## src/rtl/traffic_request_scheduler.sv

```systemverilog
// Request front-end for the intersection controller: button debounce, bus arbitration,
// car counting and the snapshot load strobe toward the controller.
module traffic_request_scheduler #(
    parameter int unsigned CPS          = 2,
    parameter int unsigned DEBOUNCE     = 4,
    parameter int unsigned BUS_PASS     = 2 * CPS,
    parameter int unsigned BUS_HOLD_MAX = 40 * CPS
) (
    input  logic       i_clk,
    input  logic       i_rst_n,
    input  logic       i_btn_ns,
    input  logic       i_btn_ew,
    input  logic       i_bus_det_ns,
    input  logic       i_bus_det_ew,
    input  logic       i_car_ns,
    input  logic       i_car_ew,
    input  logic [3:0] i_state,
    output logic       o_ped_ns,
    output logic       o_ped_ew,
    output logic       o_bus_ns,
    output logic       o_bus_ew,
    output logic [7:0] o_cars_ns,
    output logic [7:0] o_cars_ew,
    output logic       o_load
);

    localparam int unsigned DB_W   = (DEBOUNCE > 1) ? $clog2(DEBOUNCE) : 1;
    localparam int unsigned PASS_W = (BUS_PASS > 1) ? $clog2(BUS_PASS) : 1;
    localparam int unsigned HOLD_W = (BUS_HOLD_MAX > 1) ? $clog2(BUS_HOLD_MAX) : 1;

    localparam logic [DB_W-1:0]   DB_LAST   = DB_W'(DEBOUNCE - 1);
    localparam logic [PASS_W-1:0] PASS_LAST = PASS_W'(BUS_PASS - 1);
    localparam logic [HOLD_W-1:0] HOLD_LAST = HOLD_W'(BUS_HOLD_MAX - 1);

    localparam logic [3:0] ST_BLINK  = 4'd0;
    localparam logic [3:0] ST_NS_PED = 4'd1;
    localparam logic [3:0] ST_NS_G   = 4'd2;
    localparam logic [3:0] ST_NS_R   = 4'd4;
    localparam logic [3:0] ST_EW_PED = 4'd5;
    localparam logic [3:0] ST_EW_G   = 4'd6;
    localparam logic [3:0] ST_EW_R   = 4'd8;

    typedef enum logic [1:0] {StIdle, StGrantNs, StGrantEw} arb_state_e;

    // Index 0 is NS, index 1 is EW for the button paths.
    logic [1:0]      r_sync1, r_sync2;
    logic [DB_W-1:0] r_db_cnt [2];
    logic [1:0]      r_db_acc, r_db_acc_d;
    logic [1:0]      r_ped;

    arb_state_e        r_arb;
    logic              r_pend_ns, r_pend_ew;
    logic              r_ptr_ew;
    logic              r_bus_ns, r_bus_ew;
    logic [PASS_W-1:0] r_pass_cnt;
    logic [HOLD_W-1:0] r_hold_cnt;

    logic [7:0] r_acc_ns, r_acc_ew;
    logic [7:0] r_cars_ns, r_cars_ew;
    logic [3:0] r_prev_state;
    logic       r_load;

    logic       w_blink;
    logic [1:0] w_ped_rise, w_ped_clr;
    logic       w_grant_green, w_release;
    logic       w_load;
    logic [7:0] w_acc_ns_inc, w_acc_ew_inc;

    assign w_blink    = (i_state == ST_BLINK);
    assign w_ped_rise = r_db_acc & ~r_db_acc_d;
    assign w_ped_clr  = {i_state == ST_EW_PED, i_state == ST_NS_PED};

    assign w_grant_green = ((r_arb == StGrantNs) && (i_state == ST_NS_G)) ||
                           ((r_arb == StGrantEw) && (i_state == ST_EW_G));
    // Pass release needs the final green cycle itself, so a grant always sees BUS_PASS greens.
    assign w_release = (r_arb != StIdle) &&
                       ((w_grant_green && (r_pass_cnt == PASS_LAST)) || (r_hold_cnt == HOLD_LAST));

    assign w_load = ((i_state == ST_NS_R) || (i_state == ST_EW_R)) && (i_state != r_prev_state) &&
                    ((r_acc_ns != 8'd0) || (r_acc_ew != 8'd0));

    assign w_acc_ns_inc = (r_acc_ns == 8'hFF) ? 8'hFF : r_acc_ns + 8'd1;
    assign w_acc_ew_inc = (r_acc_ew == 8'hFF) ? 8'hFF : r_acc_ew + 8'd1;

    always_ff @(posedge i_clk or negedge i_rst_n) begin
        if (!i_rst_n) begin
            r_sync1    <= '0;
            r_sync2    <= '0;
            r_db_acc   <= '0;
            r_db_acc_d <= '0;
            r_ped      <= '0;
            for (int i = 0; i < 2; i++) r_db_cnt[i] <= '0;
        end else begin
            r_sync1    <= {i_btn_ew, i_btn_ns};
            r_sync2    <= r_sync1;
            r_db_acc_d <= r_db_acc;
            for (int i = 0; i < 2; i++) begin
                if (!r_sync2[i]) begin
                    r_db_cnt[i] <= '0;
                    r_db_acc[i] <= 1'b0;
                end else if (r_db_cnt[i] == DB_LAST) begin
                    r_db_acc[i] <= 1'b1;
                end else begin
                    r_db_cnt[i] <= r_db_cnt[i] + 1'b1;
                end
                if (w_blink || w_ped_clr[i]) r_ped[i] <= 1'b0;
                else if (w_ped_rise[i])      r_ped[i] <= 1'b1;
            end
        end
    end

    always_ff @(posedge i_clk or negedge i_rst_n) begin
        if (!i_rst_n) begin
            r_arb      <= StIdle;
            r_pend_ns  <= 1'b0;
            r_pend_ew  <= 1'b0;
            r_ptr_ew   <= 1'b1;
            r_bus_ns   <= 1'b0;
            r_bus_ew   <= 1'b0;
            r_pass_cnt <= '0;
            r_hold_cnt <= '0;
        end else if (w_blink) begin
            r_arb      <= StIdle;
            r_pend_ns  <= 1'b0;
            r_pend_ew  <= 1'b0;
            r_bus_ns   <= 1'b0;
            r_bus_ew   <= 1'b0;
            r_pass_cnt <= '0;
            r_hold_cnt <= '0;
        end else begin
            case (r_arb)
                StIdle: begin
                    r_pend_ns <= r_pend_ns | i_bus_det_ns;
                    r_pend_ew <= r_pend_ew | i_bus_det_ew;
                    // Decision uses already-registered pends; a tie goes opposite the pointer.
                    if (r_pend_ns && (!r_pend_ew || r_ptr_ew)) begin
                        r_arb    <= StGrantNs;
                        r_bus_ns <= 1'b1;
                    end else if (r_pend_ew) begin
                        r_arb    <= StGrantEw;
                        r_bus_ew <= 1'b1;
                    end
                end
                StGrantNs, StGrantEw: begin
                    if (r_arb == StGrantNs) r_pend_ew <= r_pend_ew | i_bus_det_ew;
                    else                    r_pend_ns <= r_pend_ns | i_bus_det_ns;
                    if (w_release) begin
                        if (r_arb == StGrantNs) r_pend_ns <= 1'b0;
                        else                    r_pend_ew <= 1'b0;
                        r_ptr_ew   <= (r_arb == StGrantEw);
                        r_arb      <= StIdle;
                        r_bus_ns   <= 1'b0;
                        r_bus_ew   <= 1'b0;
                        r_pass_cnt <= '0;
                        r_hold_cnt <= '0;
                    end else begin
                        r_hold_cnt <= r_hold_cnt + 1'b1;
                        if (w_grant_green) r_pass_cnt <= r_pass_cnt + 1'b1;
                    end
                end
                default: begin
                    r_arb    <= StIdle;
                    r_bus_ns <= 1'b0;
                    r_bus_ew <= 1'b0;
                end
            endcase
        end
    end

    always_ff @(posedge i_clk or negedge i_rst_n) begin
        if (!i_rst_n) begin
            r_acc_ns     <= 8'd0;
            r_acc_ew     <= 8'd0;
            r_cars_ns    <= 8'd0;
            r_cars_ew    <= 8'd0;
            r_prev_state <= 4'd0;
            r_load       <= 1'b0;
        end else begin
            r_prev_state <= i_state;
            r_load       <= w_load;
            if (w_load) begin
                r_cars_ns <= r_acc_ns;
                r_cars_ew <= r_acc_ew;
                // Restart from this cycle's arrival so a pulse on the load edge is kept.
                r_acc_ns  <= {7'd0, i_car_ns};
                r_acc_ew  <= {7'd0, i_car_ew};
            end else begin
                if (i_car_ns) r_acc_ns <= w_acc_ns_inc;
                if (i_car_ew) r_acc_ew <= w_acc_ew_inc;
            end
        end
    end

    assign o_ped_ns  = r_ped[0];
    assign o_ped_ew  = r_ped[1];
    assign o_bus_ns  = r_bus_ns;
    assign o_bus_ew  = r_bus_ew;
    assign o_cars_ns = r_cars_ns;
    assign o_cars_ew = r_cars_ew;
    assign o_load    = r_load;

endmodule

```

## config.mk

```make
export PLATFORM = sky130hd
export DESIGN_NAME = traffic_request_scheduler
export DESIGN_NICKNAME = d
export VERILOG_FILES = /design/src/rtl/traffic_request_scheduler.sv
export SDC_FILE = /design/constraint.sdc
export NUM_CORES = 1
export LEC_CHECK = 0
export ABC_AREA = 1
export BUFFER_PORTS_ARGS = -buffer_cell sky130_fd_sc_hd__buf_2
export CAP_MARGIN = 20
export CORE_ASPECT_RATIO = 0.5
export CORE_MARGIN = 4
export CORE_UTILIZATION = 63
export DETAILED_ROUTE_END_ITERATION = 7
export PLACE_DENSITY_LB_ADDON = 0.15
export SLEW_MARGIN = 20
export SYNTH_ARGS = -nofsm -noshare
export SYNTH_HDL_FRONTEND = slang
export SYNTH_SLANG_ARGS = --single-unit
```

## constraint.sdc

```tcl
create_clock -name i_clk -period 3.8 [get_ports i_clk]
set_clock_uncertainty 0.1 [all_clocks]
set_input_delay 0.38 -clock i_clk [delete_from_list [all_inputs] [get_ports i_clk]]
set_output_delay 0.38 -clock i_clk [all_outputs]
set_load 0.05 [all_outputs]
```

==> results of run 1 <==
==> worst paths after layout <==
kind | end | start | slack (ps) | cells after the start
hold reg to reg | r_sync2[1] | r_sync1[1] | 250 | 0
hold / removal | r_sync1[1] | i_btn_ew | 40 | 1
max in group asynchronous | r_acc_ew[5] | i_rst_n | 2400 | 3
setup reg to reg | r_acc_ew[4] | r_acc_ew[0] | 1730 | 8
min in group asynchronous | r_arb[1] | i_rst_n | 490 | 2
setup / recovery | r_acc_ew[4] | r_acc_ew[0] | 1730 | 8
==> per-stage QoR <==
| step | power [uW] | util |
|---|---|---|
| 6_report | 2520 | 0.740 |
| 5_1_grt | 2700 | 0.740 |
| 2_1_floorplan | 1730 | - |
| 3_3_place_gp | 1900 | 0.698 |
| 4_1_cts | 2540 | 0.738 |
| 3_5_place_dp | 1940 | 0.698 |
==> layout by cell type, fill, tap and decap left out, types with 2 or more instances in the layout <==
| cell type | Yosys | final |
|---|---|---|
| a21oi_1 | 4 | 4 |
| buf_2 | 2 | 31 |
| buf_4 | 1 | 2 |
| clkbuf_8 | 0 | 14 |
| dfrtp_1 | 66 | 66 |
| ha_1 | 11 | 11 |
| inv_1 | 51 | 51 |
| inv_2 | 3 | 3 |
| nand2_1 | 88 | 88 |
| nand2_2 | 5 | 5 |
| nand3_1 | 45 | 45 |
| nand4_1 | 5 | 5 |
| nor2_1 | 19 | 19 |
| nor2_2 | 3 | 3 |
| nor2_4 | 3 | 3 |
| nor3_1 | 3 | 3 |
| o21a_1 | 2 | 2 |
| o21ai_0 | 23 | 23 |
| o21ai_1 | 22 | 22 |
| o22ai_1 | 3 | 3 |
| xnor2_1 | 2 | 2 |
| xor2_1 | 6 | 6 |
==> worst reg2reg max path: stages (launching register included) <==
cell and delay [ps]:
dfrtp_1 440, inv_1 80, ha_1 190, nand3_1 70
nor2_1 40, nand2_1 100, nand3_4 450, nand2_2 340
o21ai_0 120
==> logic make-up (layout without fill, tap and decap cells) <==
group	Yosys count	after routing
fa+ha+maj	11	11
flops	67	67
simple gates	176	176
compound gates	59	59
xor+xnor	8	8
buf+inv	62	103
==> cell type report <==
class                      count  area [um2]  area share
timing repair buffer          34         180      0.0489
tap                           70        87.6      0.0238
clock inverter                 1        5.00     0.00136
inverter                      54         203      0.0550
clock buffer                  14         193      0.0523
multi-input combinational    254        1340       0.363
sequential                    67        1680       0.456
==> report_power, final <==
part           switching [uW]  leakage (uW)  internal [uW]
registers                 126      0.000861            884
clock network             254      0.000105            322
logic                     663      0.000946            273
total                    1040       0.00191           1480
==> registers in the layout, indices dropped and copies added (netlist names) <==
name and cells:
r_pend_ew 1, r_acc_ew 8, r_db_acc_d 2, r_sync1 2, r_arb 2, r_hold_cnt 7, o_load 1, o_cars_ew 8
r_prev_state 4, r_db_cnt 4, r_pass_cnt 2, r_ped 2, r_db_acc 2, o_cars_ns 8, r_sync2 2, r_ptr_ew 1
r_acc_ns 8, r_pend_ns 1, o_bus_ns 1, o_bus_ew 1
==> metal layers <==
metal	up-vias	global-route usage	routed length [um]
li1	1309	-	-
met1	1260	0.306	3020
met2	73	0.372	3180
met3	14	0.0707	344
met4	0	0.0772	115
met5	-	0	0
==> flow_metrics.env, run 1 <==
export IMPL_grt_overflow_total=0
export IMPL_pwr_density_cell_mw_per_mm2=684
export IMPL_area_growth_pct=11.9
export IMPL_grt_pass1_vias=2518
export IMPL_dp_hpwl_um=4620
export IMPL_post_cts_resized=0
export IMPL_slowest_stage="nand3_4"
export IMPL_routedWlPerCell_um=13.5
export IMPL_final_fill_count=364
export IMPL_design_area_mm2=0.00368
export IMPL_die_h_um=59.1
export IMPL_synthAdderAreaFrac=0.0418
export IMPL_required_ps=3910
export IMPL_ir_drop_mv=0.311
export IMPL_cts_root_buf="clkbuf_8"
export IMPL_numCtsBuffers=9
export IMPL_finalMaxSlewViolations=0
export IMPL_path_buf_inv=1
export IMPL_fin_crit_sh=0.546
export IMPL_yosys_warnings=0
export IMPL_wl_um=6660
export IMPL_dpl_cell_count=478
export IMPL_yosys_area_share_simple=0.246
export IMPL_startpoint_type="register"
export IMPL_diodes=0
export IMPL_synth_commonest_cells="nand2_1 (88), dfrtp_1 (66), inv_1 (51)"
export IMPL_cap_viol_max_count=0
export IMPL_synth_top_family_by_area="simple AND/OR/NAND/NOR gates"
export IMPL_avgSynthCellArea_um2=8.60
export IMPL_io_buffer_count=32
export IMPL_end_kind="register"
export IMPL_antenna_found_initial=0
export IMPL_min_path_type="input pin to register"
export IMPL_ios=33
export IMPL_critPathArrivalTime_ps=2180
export IMPL_fmaxAchievable_ghz=0.482
export IMPL_first_iter_violations=140
export IMPL_crit_family="simple AND/OR/NAND/NOR gates"
export IMPL_synth_most_common_cell="nand2_1"
export IMPL_setup_tns_ps=0
export IMPL_final_layout_size_suffix_gt1_frac=0.163
export IMPL_worstSkewPairLatency_ps=340
export IMPL_start_util=0.661
export IMPL_post_cts_buffers=0
export IMPL_placedInstanceArea_mm2=0.00347
export IMPL_vias_per_cell=5.38
export IMPL_cts_tree="done"
export IMPL_synth_edf_count=0
export IMPL_syn_nets=406
export IMPL_die_x_um=110
export IMPL_globalplace_congestion=0.865
export IMPL_synth_area_mm2=0.00329
export IMPL_worstMarginPinSlew_ps=595
export IMPL_ys_ff_latch=67
export IMPL_cts_clk_slew_worst_paths_ps=70
export IMPL_routed_via_count=2656
export IMPL_cts_max_level=3
export IMPL_synthTopCellsByArea="dfrtp_1 (50%), nand2_1 (10%), nand3_1 (6.8%)"
export IMPL_synthFlopType="dfrtp_1"
export IMPL_grt_usage=0.232
export IMPL_setup_viol=0
export IMPL_finalHoldWorstSlack_ps=44.2
export IMPL_synthArstFlopShare=1.00
export IMPL_cpPeakStageDelay_ps=450
export IMPL_rsz0062_at_grt="no"
export IMPL_leakage_uw=0.00191
export IMPL_worst_slew_margin_rel=0.603
export IMPL_worstPathCellList="inv_1 -> ha_1 -> nand3_1 -> nor2_1 -> nand2_1 -> nand3_4 -> nand2_2 -> o21ai_0"
export IMPL_cts_sinks=67
export IMPL_nets=443
export IMPL_grt_pass1_wl_um=11500
export IMPL_cts_max_path_buffers=2
export IMPL_path_class="register to register"
export IMPL_min_period_ps=2070
export IMPL_hold_viol=0
export IMPL_synth_xor_area_share=0.0213
export IMPL_setup_ws_ps=1730
export IMPL_outcome="complete, no violations"
export IMPL_cts_hold_buf=0
export IMPL_post_place_ws_ps=1750
export IMPL_grt_max_degree=54
export IMPL_stdcell_count=494
export IMPL_yosysSeqAreaShare=0.510
export IMPL_synthDistinctLibCells=33
export IMPL_first_pass_iters=4
export IMPL_syn_inst=383
export IMPL_ant_nets=0
export IMPL_rows=18
export IMPL_core_mm2=0.00498
export IMPL_synth_top_cell_area_share=0.502
export IMPL_yosys_area_top_type="dfrtp_1"
export IMPL_drc=0
export IMPL_die_area_mm2=0.00652
export IMPL_cp_max_fo=53
export IMPL_synth_compound_area_frac=0.0973
export IMPL_muxShareOfSynthArea=0
Note: power is estimated with default switching activity, not from simulation.
==> inputs of run 2 (changes only) <==
--- a/config.mk
+++ b/config.mk
@@ -10,7 +10,7 @@
 export CAP_MARGIN = 20
 export CORE_ASPECT_RATIO = 0.5
 export CORE_MARGIN = 4
-export CORE_UTILIZATION = 63
+export CORE_UTILIZATION = 53
 export DETAILED_ROUTE_END_ITERATION = 7
 export PLACE_DENSITY_LB_ADDON = 0.15
 export SLEW_MARGIN = 20
==> constraint.sdc (replaced) <==
create_clock -name i_clk -period 1.88 [get_ports i_clk]
set_clock_uncertainty 0.1 [all_clocks]
set_input_delay 0.188 -clock i_clk [delete_from_list [all_inputs] [get_ports i_clk]]
set_output_delay 0.188 -clock i_clk [all_outputs]
set_load 0.05 [all_outputs]
==> run 2 against run 1 <==
Flip-flop and latch count did not move; first-iteration DRC count rose by 40%; sequential share of layout area fell by 3.3 points; cell count rose by 5.7%; sequential power rose by 100%; worst setup slack got worse by 1600 ps; clock-buffer cell count fell by 2; fmax rose by 21%; critical path depth fell by 1; utilization fell by 4.6 points; design area rose by 8.0%; critical endpoint is now r_acc_ew[2]; highest routed layer unchanged.
==> flow_metrics.env, run 2 (same netlist as run 1, synthesis figures left out) <==
export IMPL_cts_sinks=67
export IMPL_cts_clk_slew_worst_paths_ps=50
export IMPL_area_growth_pct=20.9
export IMPL_hold_viol=0
export IMPL_design_area_mm2=0.00398
export IMPL_finalMaxSlewViolations=0
export IMPL_min_to="r_pend_ns"
export IMPL_p_int_uw=3610
export IMPL_rr_worst_depth=7
export IMPL_diodes=0
export IMPL_leakage_uw=0.00203
export IMPL_wl_um=6660
export IMPL_routed_via_count=2673
export IMPL_r2r_end="r_acc_ew[2]"
export IMPL_switchingPower_uw=2190
export IMPL_dp_hpwl_um=4540
export IMPL_cts_max_path_buffers=2
export IMPL_worst_slew_margin_rel=0.760
export IMPL_pwr_share_clk=0.317
export IMPL_first_pass_iters=4
export IMPL_reg2reg_from="r_acc_ew[0]"
export IMPL_stdcell_count=522
export IMPL_pwr_density_cell_mw_per_mm2=1460
export IMPL_ir_drop_mv=0.758
export IMPL_core_mm2=0.00573
export IMPL_final_fill_count=445
export IMPL_crit_family="simple AND/OR/NAND/NOR gates"
export IMPL_fmaxAchievable_ghz=0.583
export IMPL_globalplace_congestion=0.862
export IMPL_placedInstanceArea_mm2=0.00355
export IMPL_antenna_found_initial=0
export IMPL_utilization=0.694
export IMPL_min_path_type="input pin to register"
export IMPL_cts_max_level=3
export IMPL_fin_crit_sh=0.912
export IMPL_setup_viol=0
export IMPL_routedWlPerCell_um=12.8
export IMPL_min_period_ps=1710
export IMPL_worstHoldPathCells=3
export IMPL_start_util=0.575
export IMPL_ant_nets=0
export IMPL_cpPeakStageDelay_ps=410
export IMPL_worstHoldStart="i_bus_det_ns"
export IMPL_startpoint_type="register"
export IMPL_worstSkewPairLatency_ps=330
export IMPL_setup_tns_ps=0
export IMPL_grt_max_degree=68
export IMPL_comb_power_share=0.330
export IMPL_final_common_cell="nand2_1"
export IMPL_die_h_um=63.7
export IMPL_fin_total_pwr_uw=5800
export IMPL_die_x_um=119
export IMPL_path_buf_inv=0
export IMPL_outcome="complete, no violations"
export IMPL_required_ps=2030
export IMPL_grt_overflow_total=0
export IMPL_grt_pass1_vias=2571
export IMPL_reg2reg_slack_ps=170
export IMPL_numCtsBuffers=9
export IMPL_vias_per_cell=5.12
export IMPL_slowest_stage="dfrtp_2"
export IMPL_io_buffer_count=32
export IMPL_worstPathCellList="ha_1 -> nand3_1 -> nor2_1 -> nand3_2 -> o21ai_0 -> nand3_1 -> o21ai_0"
export IMPL_cp_max_fo=6
export IMPL_cap_viol_max_count=0
export IMPL_worstMarginPinSlew_ps=361
export IMPL_rows=19
export IMPL_grt_usage=0.191
export IMPL_first_iter_violations=196
export IMPL_final_layout_size_suffix_gt1_frac=0.178
export IMPL_grt_pass1_wl_um=11700
export IMPL_dpl_cell_count=496
export IMPL_cts_root_buf="clkbuf_16"
export IMPL_critPathArrivalTime_ps=1860
export IMPL_end_kind="register"
export IMPL_die_area_mm2=0.00761
export IMPL_p_seq_frac=0.352
export IMPL_drc=0
export IMPL_path_class="register to register"
export IMPL_nets=456
export IMPL_cts_tree="done"
export IMPL_sw_frac_of_total=0.378
export IMPL_most_common_layout_cells="nand2_1 (88), dfrtp_1 (65), inv_1 (51)"
export IMPL_ios=33
export IMPL_rsz0062_at_grt="no"
## run 2: cell count changes in the layout (fill, tap and decap cells not counted), moves of 2 or more
cell / previous run / this run
buf_4: 2 / 6
clkbuf_8: 14 / 2
bufinv_16: 0 / 2
dlygate4sd3_1: 1 / 7
buf_12: 0 / 2
clkbuf_16: 0 / 9
## run 2: what timing repair did
item	CTS	global route
gates resized for setup	0	3
endpoints found under the hold margin	72	0
setup endpoints to repair	0	32
buffers inserted	0	3
hold buffers	7	0
## run 2: per-layer routing
layer | GRT usage | wire length (um) | share of wire | vias to the layer above
met4 | 0.0742 | 104 | 0.016 | 0
li1 | - | - | - | 1339
met5 | 0 | 0 | 0 | -
met2 | 0.309 | 3090 | 0.46 | 50
met1 | 0.242 | 3160 | 0.48 | 1272
met3 | 0.0643 | 305 | 0.046 | 12
## run 2: per-stage QoR
step / hold WS [ps] / setup WS (ps)
5_1_grt: 49.1 / 28.5
4_1_cts: 14.5 / 48.6
3_5_place_dp: 134 / 62.2
2_1_floorplan: -208 / 345
6_report: 28.4 / 165
3_3_place_gp: 131 / 158
## run 2: power groups by stage
stage | clock network (uW) | logic (uW) | registers [uW]
after CTS | 1880 | 1900 | 2040
after global routing | 1950 | 2130 | 2090
after detailed placement | 0 | 1880 | 2050
after global placement | 0 | 1830 | 2040
after floorplan | 0 | 1000 | 2500
final | 1840 | 1920 | 2040
## run 2: cell type report
| type | count | area, um2 | area share |
|---|---|---|---|
| Clock buffer | 12 | 256 | 0.0645 |
| Multi-Input combinational cell | 254 | 1350 | 0.339 |
| Sequential cell | 67 | 1680 | 0.422 |
| Tap cell | 84 | 105 | 0.0264 |
| Inverter | 54 | 203 | 0.0509 |
| Timing Repair Buffer | 47 | 315 | 0.0792 |
| Clock inverter | 4 | 72.6 | 0.0182 |
## run 2: tightest hold or removal path, stage by stage
cell	delay, ps
buf_2	80
o2111ai_1	90
nand2_1	70
## run 2: worst max-delay path by stage
| stage | cells after the start | end | startpoint |
|---|---|---|---|
| finish | 7 | r_acc_ew[2] | r_acc_ew[0] |
| global route | 9 | r_acc_ns[3] | r_acc_ew[0] |
| CTS | 9 | r_acc_ns[2] | r_acc_ew[0] |
| detailed placement | 9 | r_acc_ns[2] | r_acc_ew[0] |
| global placement | 9 | r_acc_ns[3] | r_acc_ew[0] |
| floorplan | 8 | o_bus_ew | r_arb[0] |
==> inputs of run 3 (changes only) <==
--- a/config.mk
+++ b/config.mk
@@ -9,7 +9,6 @@
 export BUFFER_PORTS_ARGS = -buffer_cell sky130_fd_sc_hd__buf_2
 export CAP_MARGIN = 20
 export CORE_ASPECT_RATIO = 0.5
-export CORE_MARGIN = 4
 export CORE_UTILIZATION = 53
 export DETAILED_ROUTE_END_ITERATION = 7
 export PLACE_DENSITY_LB_ADDON = 0.15
==> run 3 against run 2 <==
Utilization shrank 0.35 points; die area shrank 14%; largest power group unchanged; critical path type unchanged; clock-buffer cell count shrank 1; worst setup slack lost 29 ps; routed wire length grew 1.8%.
==> flow_metrics.env, run 3 (same netlist as run 1, synthesis figures left out) <==
export IMPL_startpoint_type="register"
export IMPL_nets=456
export IMPL_ios=33
export IMPL_rsz0062_at_grt="no"
export IMPL_cts_root_buf="clkbuf_16"
export IMPL_antenna_found_initial=0
export IMPL_cts_sinks=67
export IMPL_most_common_layout_cells="nand2_1 (88), dfrtp_1 (66), inv_1 (51)"
export IMPL_worstHoldStart="i_bus_det_ew"
export IMPL_cap_viol_max_count=0
export IMPL_post_cts_buffers=0
export IMPL_globalplace_congestion=0.841
export IMPL_grt_overflow_total=0
export IMPL_reg2reg_from="r_acc_ns[0]"
export IMPL_setup_viol=0
export IMPL_grt_usage=0.231
export IMPL_die_area_mm2=0.00655
export IMPL_worstSkewPairLatency_ps=330
export IMPL_worstMarginPinSlew_ps=363
export IMPL_cts_max_path_buffers=2
export IMPL_ant_nets=0
export IMPL_crit_start="r_acc_ns[0]"
export IMPL_dp_hpwl_um=4540
export IMPL_ir_drop_mv=0.800
export IMPL_outcome="complete, no violations"
export IMPL_finalHoldWorstSlack_ps=33.4
export IMPL_cts_tree="done"
export IMPL_cts_max_level=3
export IMPL_numCtsBuffers=9
export IMPL_first_pass_iters=5
export IMPL_end_kind="register"
export IMPL_drc=0
export IMPL_routed_via_count=2665
export IMPL_final_layout_size_suffix_gt1_frac=0.178
export IMPL_grt_pass1_wl_um=11600
export IMPL_pwr_density_cell_mw_per_mm2=1420
export IMPL_setup_ws_ps=136
export IMPL_first_iter_violations=155
export IMPL_core_mm2=0.00573
export IMPL_vias_per_cell=5.11
export IMPL_cp_max_fo=10
export IMPL_required_ps=1980
export IMPL_area_growth_pct=20.3
export IMPL_path_class="register to register"
export IMPL_start_util=0.575
export IMPL_die_x_um=113
export IMPL_critPathArrivalTime_ps=1840
export IMPL_io_buffer_count=32
export IMPL_final_common_cell="nand2_1"
export IMPL_diodes=0
export IMPL_min_path_type="input pin to register"
export IMPL_stdcell_count=522
export IMPL_worst_slew_margin_rel=0.758
export IMPL_die_h_um=57.7
export IMPL_setup_tns_ps=0
export IMPL_fin_crit_sh=0.928
export IMPL_routedWlPerCell_um=13.0
export IMPL_hold_viol=0
export IMPL_cts_clk_slew_worst_paths_ps=60
export IMPL_grt_max_degree=68
export IMPL_finalMaxSlewViolations=0
export IMPL_min_period_ps=1740
export IMPL_wl_um=6780
export IMPL_leakage_uw=0.00202
export IMPL_rows=19
export IMPL_grt_pass1_vias=2615
export IMPL_fmaxAchievable_ghz=0.573
export IMPL_dpl_cell_count=498
export IMPL_post_place_ws_ps=104
==> run 3: final timing paths <==
kind                               endpoint  slack (ps)  cells past startpoint
worst max register to register  r_acc_ns[2]         140                      9
worst min register to register   r_sync2[1]         250                      0
min in group asynchronous       r_db_cnt[2]         310                      3
worst max-delay path            r_acc_ns[2]         140                      9
max in group asynchronous          r_ptr_ew        1040                      3
worst min-delay path              r_pend_ew          30                      3
==> run 3: what timing repair did <==
item | CTS | global route
endpoints found under the hold margin | 72 | 0
hold buffers | 7 | 0
endpoints found under the setup margin | 0 | 30
resized for setup | 0 | 5
==> run 3: report_power, final <==
part / switching [uW] / internal, uW / leakage (uW)
clock: 588 / 1050 / 0.000145
sequential: 240 / 1790 / 0.000861
combinational: 1340 / 591 / 0.00101
total: 2170 / 3440 / 0.00202
==> run 3: cell type report <==
type                       instances  area (um2)
clock inverter                     5        52.6
inverter                          54         203
clock buffer                      11         243
sequential                        67        1680
fill                             457        1770
multi-input combinational        255        1370
tap                               84         105
timing repair buffer              46         310
==> run 3: through the flow <==
step | power [uW] | cell area [um2] | util
after floorplan | 3500 | 3290 | -
after global placement | 3870 | 3560 | 0.622
after detailed placement | 3940 | 3560 | 0.622
after CTS | 5620 | 3930 | 0.685
after global routing | 5970 | 3960 | 0.691
final | 5610 | 3960 | 0.691
==> run 3: metal layers <==
layer | GRT usage | up-vias | wire, um
met5 | 0 | - | 0
met4 | 0.0658 | 0 | 74
met3 | 0.0795 | 6 | 360
met2 | 0.387 | 65 | 3130
met1 | 0.291 | 1255 | 3210
li1 | - | 1339 | -
==> run 3: critical path, stage by stage, from the launching register on <==
cell and delay, ps:
dfrtp_1 380, inv_1 90, ha_1 210, nand3_1 90, nor2_1 50, nand2_1 130
nand3_4 190, buf_4 220, nand3_1 70, o21ai_0 80
